File: config.mk
export PLATFORM = sky130hd
export DESIGN_NAME = life_manager
export DESIGN_NICKNAME = d
export VERILOG_FILES = /design/src/rtl/life_manager_pkg.sv /design/src/rtl/life_manager_player_life.sv /design/src/rtl/life_manager.sv
export SDC_FILE = /design/constraint.sdc
export NUM_CORES = 1
export LEC_CHECK = 0
export BUFFER_PORTS_ARGS = -buffer_cell sky130_fd_sc_hd__buf_2
export CORE_MARGIN = 2
export CORE_UTILIZATION = 40
export DETAILED_ROUTE_END_ITERATION = 7
export GPL_TIMING_DRIVEN = 1
export PLACE_DENSITY = 0.68
export SYNTH_ARGS = -nofsm -noshare
export SYNTH_HDL_FRONTEND = slang
export SYNTH_SLANG_ARGS = --single-unit
File: constraint.sdc
create_clock -name clk -period 2 [get_ports clk]
set_input_delay 0.1 -clock clk [delete_from_list [all_inputs] [get_ports clk]]
set_output_delay 0.1 -clock clk [all_outputs]
set_load 0.01 [all_outputs]
File: src/rtl/life_manager_pkg.sv
// rtl/life_manager_pkg.sv - shared game types and constants for life handling and the life-bar renderer
package life_manager_pkg;

    typedef enum logic {
        PLAY = 1'b0,
        OVER = 1'b1
    } state_t;

    typedef enum logic [1:0] {
        WIN_NONE = 2'b00,
        WIN_P1   = 2'b01,
        WIN_P2   = 2'b10,
        WIN_DRAW = 2'b11
    } winner_t;

    // Also the renderer's bar length in pixels.
    localparam int MAX_LIFE       = 100;
    localparam int LIFE_GREEN_MIN = 50;

    // The survivor wins; both dead in the same cycle is a draw.
    function automatic winner_t decide_winner(input logic dead1, input logic dead2);
        return winner_t'({dead1, dead2});
    endfunction

endpackage

File: src/rtl/life_manager_player_life.sv
// rtl/life_manager_player_life.sv - one player's life register, invulnerability window and hit/heal saturation
module player_life #(
    parameter int MAX_LIFE     = life_manager_pkg::MAX_LIFE,
    parameter int HIT_DAMAGE   = 25,
    parameter int HEAL_AMOUNT  = 10,
    parameter int INVUL_FRAMES = 60
) (
    input  logic       clk,
    input  logic       reset,
    input  logic       frame_tick,
    input  logic       hit,
    input  logic       heal,
    input  logic       freeze,
    input  logic       reload,
    output logic [6:0] life,
    output logic       invul
);

    localparam int CW = $clog2(INVUL_FRAMES + 1);

    logic [CW-1:0] cnt_q;
    logic          hit_ok;
    logic          heal_ok;
    logic [7:0]    heal_sum;
    logic [6:0]    heal_life;
    logic [6:0]    hit_life;

    always_comb begin
        hit_ok    = hit && (cnt_q == '0) && !freeze;
        heal_ok   = heal && !hit_ok && (life != '0) && !freeze;
        // 8-bit sum so a heal near the ceiling cannot wrap before clamping.
        heal_sum  = {1'b0, life} + 8'(HEAL_AMOUNT);
        heal_life = (heal_sum > 8'(MAX_LIFE)) ? 7'(MAX_LIFE) : heal_sum[6:0];
        hit_life  = (life > 7'(HIT_DAMAGE)) ? life - 7'(HIT_DAMAGE) : '0;
    end

    always_ff @(posedge clk) begin
        if (reset || reload) begin
            life  <= 7'(MAX_LIFE);
            cnt_q <= '0;
        end else if (freeze) begin
            cnt_q <= '0;
        end else if (hit_ok) begin
            life  <= hit_life;
            cnt_q <= CW'(INVUL_FRAMES);
        end else begin
            if (heal_ok) begin
                life <= heal_life;
            end
            if (frame_tick && (cnt_q != '0)) begin
                cnt_q <= cnt_q - 1'b1;
            end
        end
    end

    assign invul = (cnt_q != '0);

endmodule

File: src/rtl/life_manager.sv
// rtl/life_manager.sv - both players' lives plus the PLAY/OVER round state machine and winner
module life_manager #(
    parameter int MAX_LIFE     = life_manager_pkg::MAX_LIFE,
    parameter int HIT_DAMAGE   = 25,
    parameter int HEAL_AMOUNT  = 10,
    parameter int INVUL_FRAMES = 60,
    parameter int OVER_FRAMES  = 180
) (
    input  logic       clk,
    input  logic       reset,
    input  logic       frame_tick,
    input  logic       hit1,
    input  logic       hit2,
    input  logic       heal1,
    input  logic       heal2,
    input  logic       restart,
    output logic [6:0] life1,
    output logic [6:0] life2,
    output logic       invul1,
    output logic       invul2,
    output logic       game_over,
    output logic [1:0] winner
);

    import life_manager_pkg::*;

    localparam int OW = $clog2(OVER_FRAMES + 1);

    state_t        state_q, state_d;
    winner_t       win_q, win_d;
    logic [OW-1:0] ocnt_q, ocnt_d;
    logic          reload;
    logic          freeze;

    always_comb begin
        state_d = state_q;
        win_d   = win_q;
        ocnt_d  = ocnt_q;
        reload  = 1'b0;
        case (state_q)
            PLAY: begin
                if ((life1 == '0) || (life2 == '0)) begin
                    state_d = OVER;
                    ocnt_d  = OW'(OVER_FRAMES);
                    win_d   = decide_winner(life1 == '0, life2 == '0);
                end
            end
            OVER: begin
                if (restart && (ocnt_q == '0)) begin
                    state_d = PLAY;
                    win_d   = WIN_NONE;
                    reload  = 1'b1;
                end else if (frame_tick && (ocnt_q != '0)) begin
                    ocnt_d = ocnt_q - 1'b1;
                end
            end
            default: state_d = PLAY;
        endcase
    end

    always_ff @(posedge clk) begin
        if (reset) begin
            state_q <= PLAY;
            win_q   <= WIN_NONE;
            ocnt_q  <= '0;
        end else begin
            state_q <= state_d;
            win_q   <= win_d;
            ocnt_q  <= ocnt_d;
        end
    end

    // Reload has priority inside player_life, so the restart cycle re-arms despite freeze.
    assign freeze = (state_q == OVER);

    player_life #(
        .MAX_LIFE    (MAX_LIFE),
        .HIT_DAMAGE  (HIT_DAMAGE),
        .HEAL_AMOUNT (HEAL_AMOUNT),
        .INVUL_FRAMES(INVUL_FRAMES)
    ) u_p1 (
        .clk       (clk),
        .reset     (reset),
        .frame_tick(frame_tick),
        .hit       (hit1),
        .heal      (heal1),
        .freeze    (freeze),
        .reload    (reload),
        .life      (life1),
        .invul     (invul1)
    );

    player_life #(
        .MAX_LIFE    (MAX_LIFE),
        .HIT_DAMAGE  (HIT_DAMAGE),
        .HEAL_AMOUNT (HEAL_AMOUNT),
        .INVUL_FRAMES(INVUL_FRAMES)
    ) u_p2 (
        .clk       (clk),
        .reset     (reset),
        .frame_tick(frame_tick),
        .hit       (hit2),
        .heal      (heal2),
        .freeze    (freeze),
        .reload    (reload),
        .life      (life2),
        .invul     (invul2)
    );

    assign game_over = (state_q == OVER);
    assign winner    = win_q;

endmodule

* After elaboration in Yosys (flattened, before gate mapping)
Cells that the tools add are included.
W data, S select, Z words.
** Storage, ports and cells
- Flip-flop bits (word level) :: 37
- Bits in latches :: 0
- RAM bits :: 0
- ROM bits :: 0
- Input bits :: 8
- Output and inout port bits :: 19
- Logic and storage cells :: 89
- Memories kept :: 0
** Cells by class
- Add/sub/neg operators :: 7
- Multipliers :: 0
- Divide/modulo/power cells :: 0
- $lt $le $gt $ge :: 4
- Eq/ne operators :: 4
- Shift operators :: 0
- Multiplexer cells :: 24
- Bitwise gates (word level) :: 1
- Reductions and logical operators :: 40
** Operators by type and width (number)
- $mux W7 :: 8
- $mux W6 :: 4
- $mux W8 :: 3
- $add A7 B4 Y8 const B :: 2
- $gt A8 B7 Y1 const B :: 2
- $pmux W8 S2 :: 1
- $gt A7 B5 Y1 const B :: 2
- $logic_and A1 B1 Y1 :: 14
- $logic_not A7 Y1 :: 2
- $reduce_bool A7 Y1 :: 2
- $sub A7 B5 Y7 const B :: 2
- $logic_not A6 Y1 :: 2
- $reduce_bool A6 Y1 :: 2
- $sub A6 B1 Y6 const B :: 2
- $logic_not A8 Y1 :: 1
- $reduce_bool A2 Y1 :: 4
- $reduce_bool A8 Y1 :: 1
- $sub A8 B1 Y8 const B :: 1
- $reduce_and A2 Y1 :: 3
- $reduce_or A3 Y1 :: 2
- $mux W1 :: 4
- $mux W2 :: 2
- $ne A2 B1 Y1 const B :: 2
- $ne A2 B2 Y1 const B :: 2
- other kinds (7) :: 10

* Longest topological paths before layout
- Depth in word-level cells :: 9
- Mapped depth :: 8

* Cells and area by module
From an unflattened synthesis, not the netlist that was laid out.
** Second synthesis, totals
- Cells, all modules :: 328
- Area, all modules :: 2621.3 sq um
** Modules (own cells, without submodules)
- player_life :: times used 2, cells each 132, area each 1018.5 sq um
- life_manager :: times used 1, cells each 64, area each 584.3 sq um

* Worst setup path before layout
OpenSTA, ideal clock, no wires.
- Path type :: register -> register
- Start point :: register u_p2.life[1]
- End point :: register u_p2.life[5]
- Setup time :: 122 ps
- Arrival :: 1921 ps
- Required time :: 1878 ps
- Slack :: -43 ps
- Cell stages (with the launch flop) :: 8
- Path buffers :: 0
- Clock period less this slack :: 2043 ps
- Path through :: dfxtp_1 inv_1 ha_1 nor2b_1 a311oi_2 nor2_2 a21o_1 a221o_1
** Between the ends
- Word-level cells in the longest chain between the ends :: 5
- Elaborated cells on any way between the ends :: 13
- Classes of those cells :: add/sub (2); order compare (2); mux (4); reduce/logical (5)
** RTL lines
- start: declaration :: RTL line life_manager_player_life.sv:15 : output logic [6:0] life,
- start signal: assignment :: RTL line life_manager_player_life.sv:39 : life <= 7'(MAX_LIFE);
- start signal: assignment :: RTL line life_manager_player_life.sv:44 : life <= hit_life;
- start signal: assignment :: RTL line life_manager_player_life.sv:48 : life <= heal_life;
- $add A7 B4 Y8 / $reduce_bool A7 Y1 (equally long branches) :: RTL line life_manager_player_life.sv:32, life_manager_player_life.sv:30
- $gt A8 B7 Y1 / $logic_and A1 B1 Y1 (equally long branches) :: RTL line life_manager_player_life.sv:33, life_manager_player_life.sv:30
- $mux W7 / $logic_and A1 B1 Y1 (equally long branches) :: RTL line life_manager_player_life.sv:33, life_manager_player_life.sv:30
- $mux W7 / $reduce_bool A2 Y1 (equally long branches)
- $mux W7 / $reduce_and A2 Y1 (equally long branches)
Parallel ways exist; a longest one is shown, timed or not. The select of a mux whose other input is x is not followed.
A chain may end at the register's enable or synchronous reset.

* Worst setup path in the final report
- Start point :: register u_p2.cnt_q[0]
- End point :: register u_p2.life[5]
** Between the ends
- Word-level cells in the longest chain between the ends :: 9
- Elaborated cells on any way between the ends :: 10
- Classes of those cells :: mux (1); reduce/logical (9)
** RTL lines
- start: declaration :: RTL line life_manager_player_life.sv:21 : logic [CW-1:0] cnt_q;
- start signal: assignment :: RTL line life_manager_player_life.sv:45 : cnt_q <= CW'(INVUL_FRAMES);
- start signal: assignment :: RTL line life_manager_player_life.sv:51 : cnt_q <= cnt_q - 1'b1;
- $logic_not A6 Y1 (*) :: RTL line life_manager_player_life.sv:29 : hit_ok = hit && (cnt_q == '0) && !freeze;
- $logic_and A1 B1 Y1 (*) (2 in series) :: RTL line life_manager_player_life.sv:29
- $logic_not A1 Y1 :: RTL line life_manager_player_life.sv:30 : heal_ok = heal && !hit_ok && (life != '0) && !freeze;
- $logic_and A1 B1 Y1 (3 in series) :: RTL line life_manager_player_life.sv:30
- $reduce_bool A2 Y1 (no line)
- $reduce_and A2 Y1 (no line)
Mark *: on every way between the ends. The rest lies on a longest branch, timed or not.

==> results.toml <==
[setup_path]
critical_path.n_buffers_inverters = 1
worst_path_largest_cell_delay_ps = 390
cp.arrival_ps = 2080
worst_path_dominant_cell_family = "simple AND/OR/NAND/NOR gates"
cp-end-kind = "flop"
crit_type = "flop to flop"
worst_path_max_delay_cell = "sky130_fd_sc_hd__dfxtp_1"
maximum_fanout_along_the_worst_path = 5
category_of_the_worst_setup_path_launch_point = "flop"
required_ps = 2190
crit_path_cell_trace = "inv_1, ha_1, and4_1, or3_1, a21o_1, a221o_1"

[drt]
drt_iter0_markers = 210
ant_nets = 0
totalWireLength_mm = 6.66
vias_per_cell = 5.80
detailroute.via_count = 2643
average_detailed_routed_wire_length_per_instance_um = 14.6
firstDrtPassIters = 5
route.detailed.drc = 0

[sta]
max_freq_ghz = 0.527
final_hold_viol_count = 0
timing.final.max_slew_violations = 0
final-setup-viol-count = 0
layout_min_cycle_time_ps = 1900
rsz0062_at_grt = "true"
tightest_slew_ps = 574
timing.slew.headroom_pct = 61.2
hold_slack_ps = 122
min_period_over_period_pct = 94.8
clock_skew_ps = 14.2

[hold_path]
min-delay-path-class = "input port to flop"

[synth]
synth_largest_area_cell = "sky130_fd_sc_hd__dfxtp_1"
syn_inst = 329
synth-seq-area-share_pct = 27.8
postSynthAreaPerCell_um2 = 8.09
synth_enable_flop_cells = 0
synth.top_cell.area_share_pct = 27.8
ys_warn_count = 0
postSynth.asyncResetShare_pct = 0
yosys-top-cells-count = "39 x sky130_fd_sc_hd__nor2_1, 37 x sky130_fd_sc_hd__dfxtp_1, 21 x sky130_fd_sc_hd__a21oi_1, 20 x sky130_fd_sc_hd__inv_1, 19 x sky130_fd_sc_hd__nand2_1"
yosys-top-cells-area = "sky130_fd_sc_hd__dfxtp_1 28%, sky130_fd_sc_hd__ha_1 8.0%, sky130_fd_sc_hd__nor2_1 5.5%"
yosysUniqueCellTypes = 70
postSynthNetCount = 354
total_of_flip_flops_plus_latches_after_synthesis = 37
ys_dominant_reg_cell = "sky130_fd_sc_hd__dfxtp_1"
post_synth_instance_area_um2 = 2660
yosys.cell_count.top_type = "sky130_fd_sc_hd__nor2_1"

[clock_network]
htreeDepth = 2
cts.clk_slew.worst_paths_ps = 80
clock_sink_count = 37
insertion_delay_ps = 290
cts_made_buffers = 5
tritoncts_clock_tree = "built"
cts_root_buf = "sky130_fd_sc_hd__clkbuf_8"
cts-root-to-sink-buffers = 2

[place]
io_buffers = 26
detailed_place_hpwl_mm = 5.00
routabilityCongestion = 0.912
placed_cells = 445
detailed_place.area_um2 = 3030

[power]
power.total_w = 0.00432
p_per_area_nw_per_um2 = 1340
vdd.ir_drop.worst_v = 0.000809
p_leak_nw = 1.26

[global_route]
antenna_found_initial = 0
pin_count_of_the_biggest_net_entering_global_routing = 16
grt_use_total_pct = 18.0
first_global_vias = 2350
grt.overflow.total = 0
grt_pass1_wl_mm = 10.9

[cells_and_area]
diodes = 0
final_cell_area_um2 = 3210
stdcell_count = 456
final_layout_size_suffix_gt1_share_pct = 26.6
layout.nets = 403
area_growth_syn_to_layout_pct = 20.7

[floorplan]
die_width_um = 85.6
placeableCoreArea_um2 = 6390
die_area_um2 = 7320
floorplan.initialDensity_pct = 41.7
floorplan.die.height_um = 85.6
io-pin-count = 27
placement_rows = 29

[status]
outcome = "finished clean"

[flow_run]
drv.max_cap_violation_count = 0
flip-flops by register name, summed over array words and instances (netlist names):
name / flops
game_over: 1
ocnt_q: 8
u_p1.cnt_q: 6
u_p1.life: 7
u_p2.cnt_q: 6
u_p2.life: 7
winner: 2
area by class of cell:
| type | instances | area [um^2] |
|---|---|---|
| clock buffers | 7 | 96.3 |
| flip-flops and latches | 37 | 744 |
| fillers | 607 | 3170 |
| inverters | 20 | 75.1 |
| multi-input cells | 258 | 1830 |
| repair buffers | 56 | 368 |
| clock inverters | 1 | 5.00 |
| well taps | 77 | 96.3 |
cell usage in the layout, fill, tap and decap left out, drive strengths merged, types with 5 or more instances in the layout:
master / count
buf: 56
nor2: 40
dfxtp: 37
a21oi: 24
inv: 20
nand2: 19
ha: 17
nor3: 14
o21ai: 11
nand3: 9
a211oi: 9
xor2: 8
nor4: 8
clkbuf: 7
nor2b: 6
or3: 5
a21o: 5
a31oi: 5
metal layers:
metal	GRT usage, %	vias to the layer above	part of all wire, %	wire length (um)
li1	-	1314	-	-
met1	25.0	1245	48	3220
met2	28.8	74	46	3070
met3	3.37	10	4.5	297
met4	4.62	0	1.1	72
met5	0	-	0	0
cells by family (layout without fill, tap and decap cells):
family,after synthesis,count (layout),synth area share (%)
compound gates,94,94,26.9
xor+xnor,12,12,3.95
fa+ha+maj,17,17,8.00
buf+inv,34,84,5.46
flops,37,37,27.8
mux,3,3,1.27
simple gates,132,132,26.6
per-stage QoR:
| step | worst slack, ps | TNS [ps] | util (%) |
|---|---|---|---|
| after floorplan | 48.1 | 0 | - |
| after global placement | 97.3 | 0 | 47.5 |
| after detailed placement | 47.4 | 0 | 47.5 |
| after CTS | 35.3 | 0 | 49.1 |
| after global routing | -55.1 | -69.6 | 50.3 |
| final | 104 | 0 | 50.3 |
path summary, 6_finish.rpt:
kind / startpoint / end / slack [ps] / cells after the start
setup reg to reg: u_p2.cnt_q[0] / u_p2.life[5] / 100 / 6
hold / removal: reset / ocnt_q[7] / 120 / 2
setup / recovery: u_p2.cnt_q[0] / u_p2.life[5] / 100 / 6
hold reg to reg: winner[1] / winner[1] / 470 / 1
repair_timing:
item,CTS,global route
setup endpoints to repair,0,19
gates resized for setup,0,15
setup buffers,0,3
hold buffers,0,0
worst register-to-register path, cell delays in order (launching register included):
cell and delay, ps:
sky130_fd_sc_hd__dfxtp_1 390, sky130_fd_sc_hd__inv_1 90, sky130_fd_sc_hd__ha_1 230, sky130_fd_sc_hd__and4_1 250, sky130_fd_sc_hd__or3_1 330, sky130_fd_sc_hd__a21o_1 180, sky130_fd_sc_hd__a221o_1 330
where the power goes:
group / switching, W / leakage, nW / internal, W / total (W)
logic: 0.00141 / 0.902 / 0.00114 / 0.00255
registers: 0.000236 / 0.304 / 0.000945 / 0.00118
clock network: 0.000275 / 0.0542 / 0.000312 / 0.000587
No activity file was read; power rests on OpenSTA's default activity.
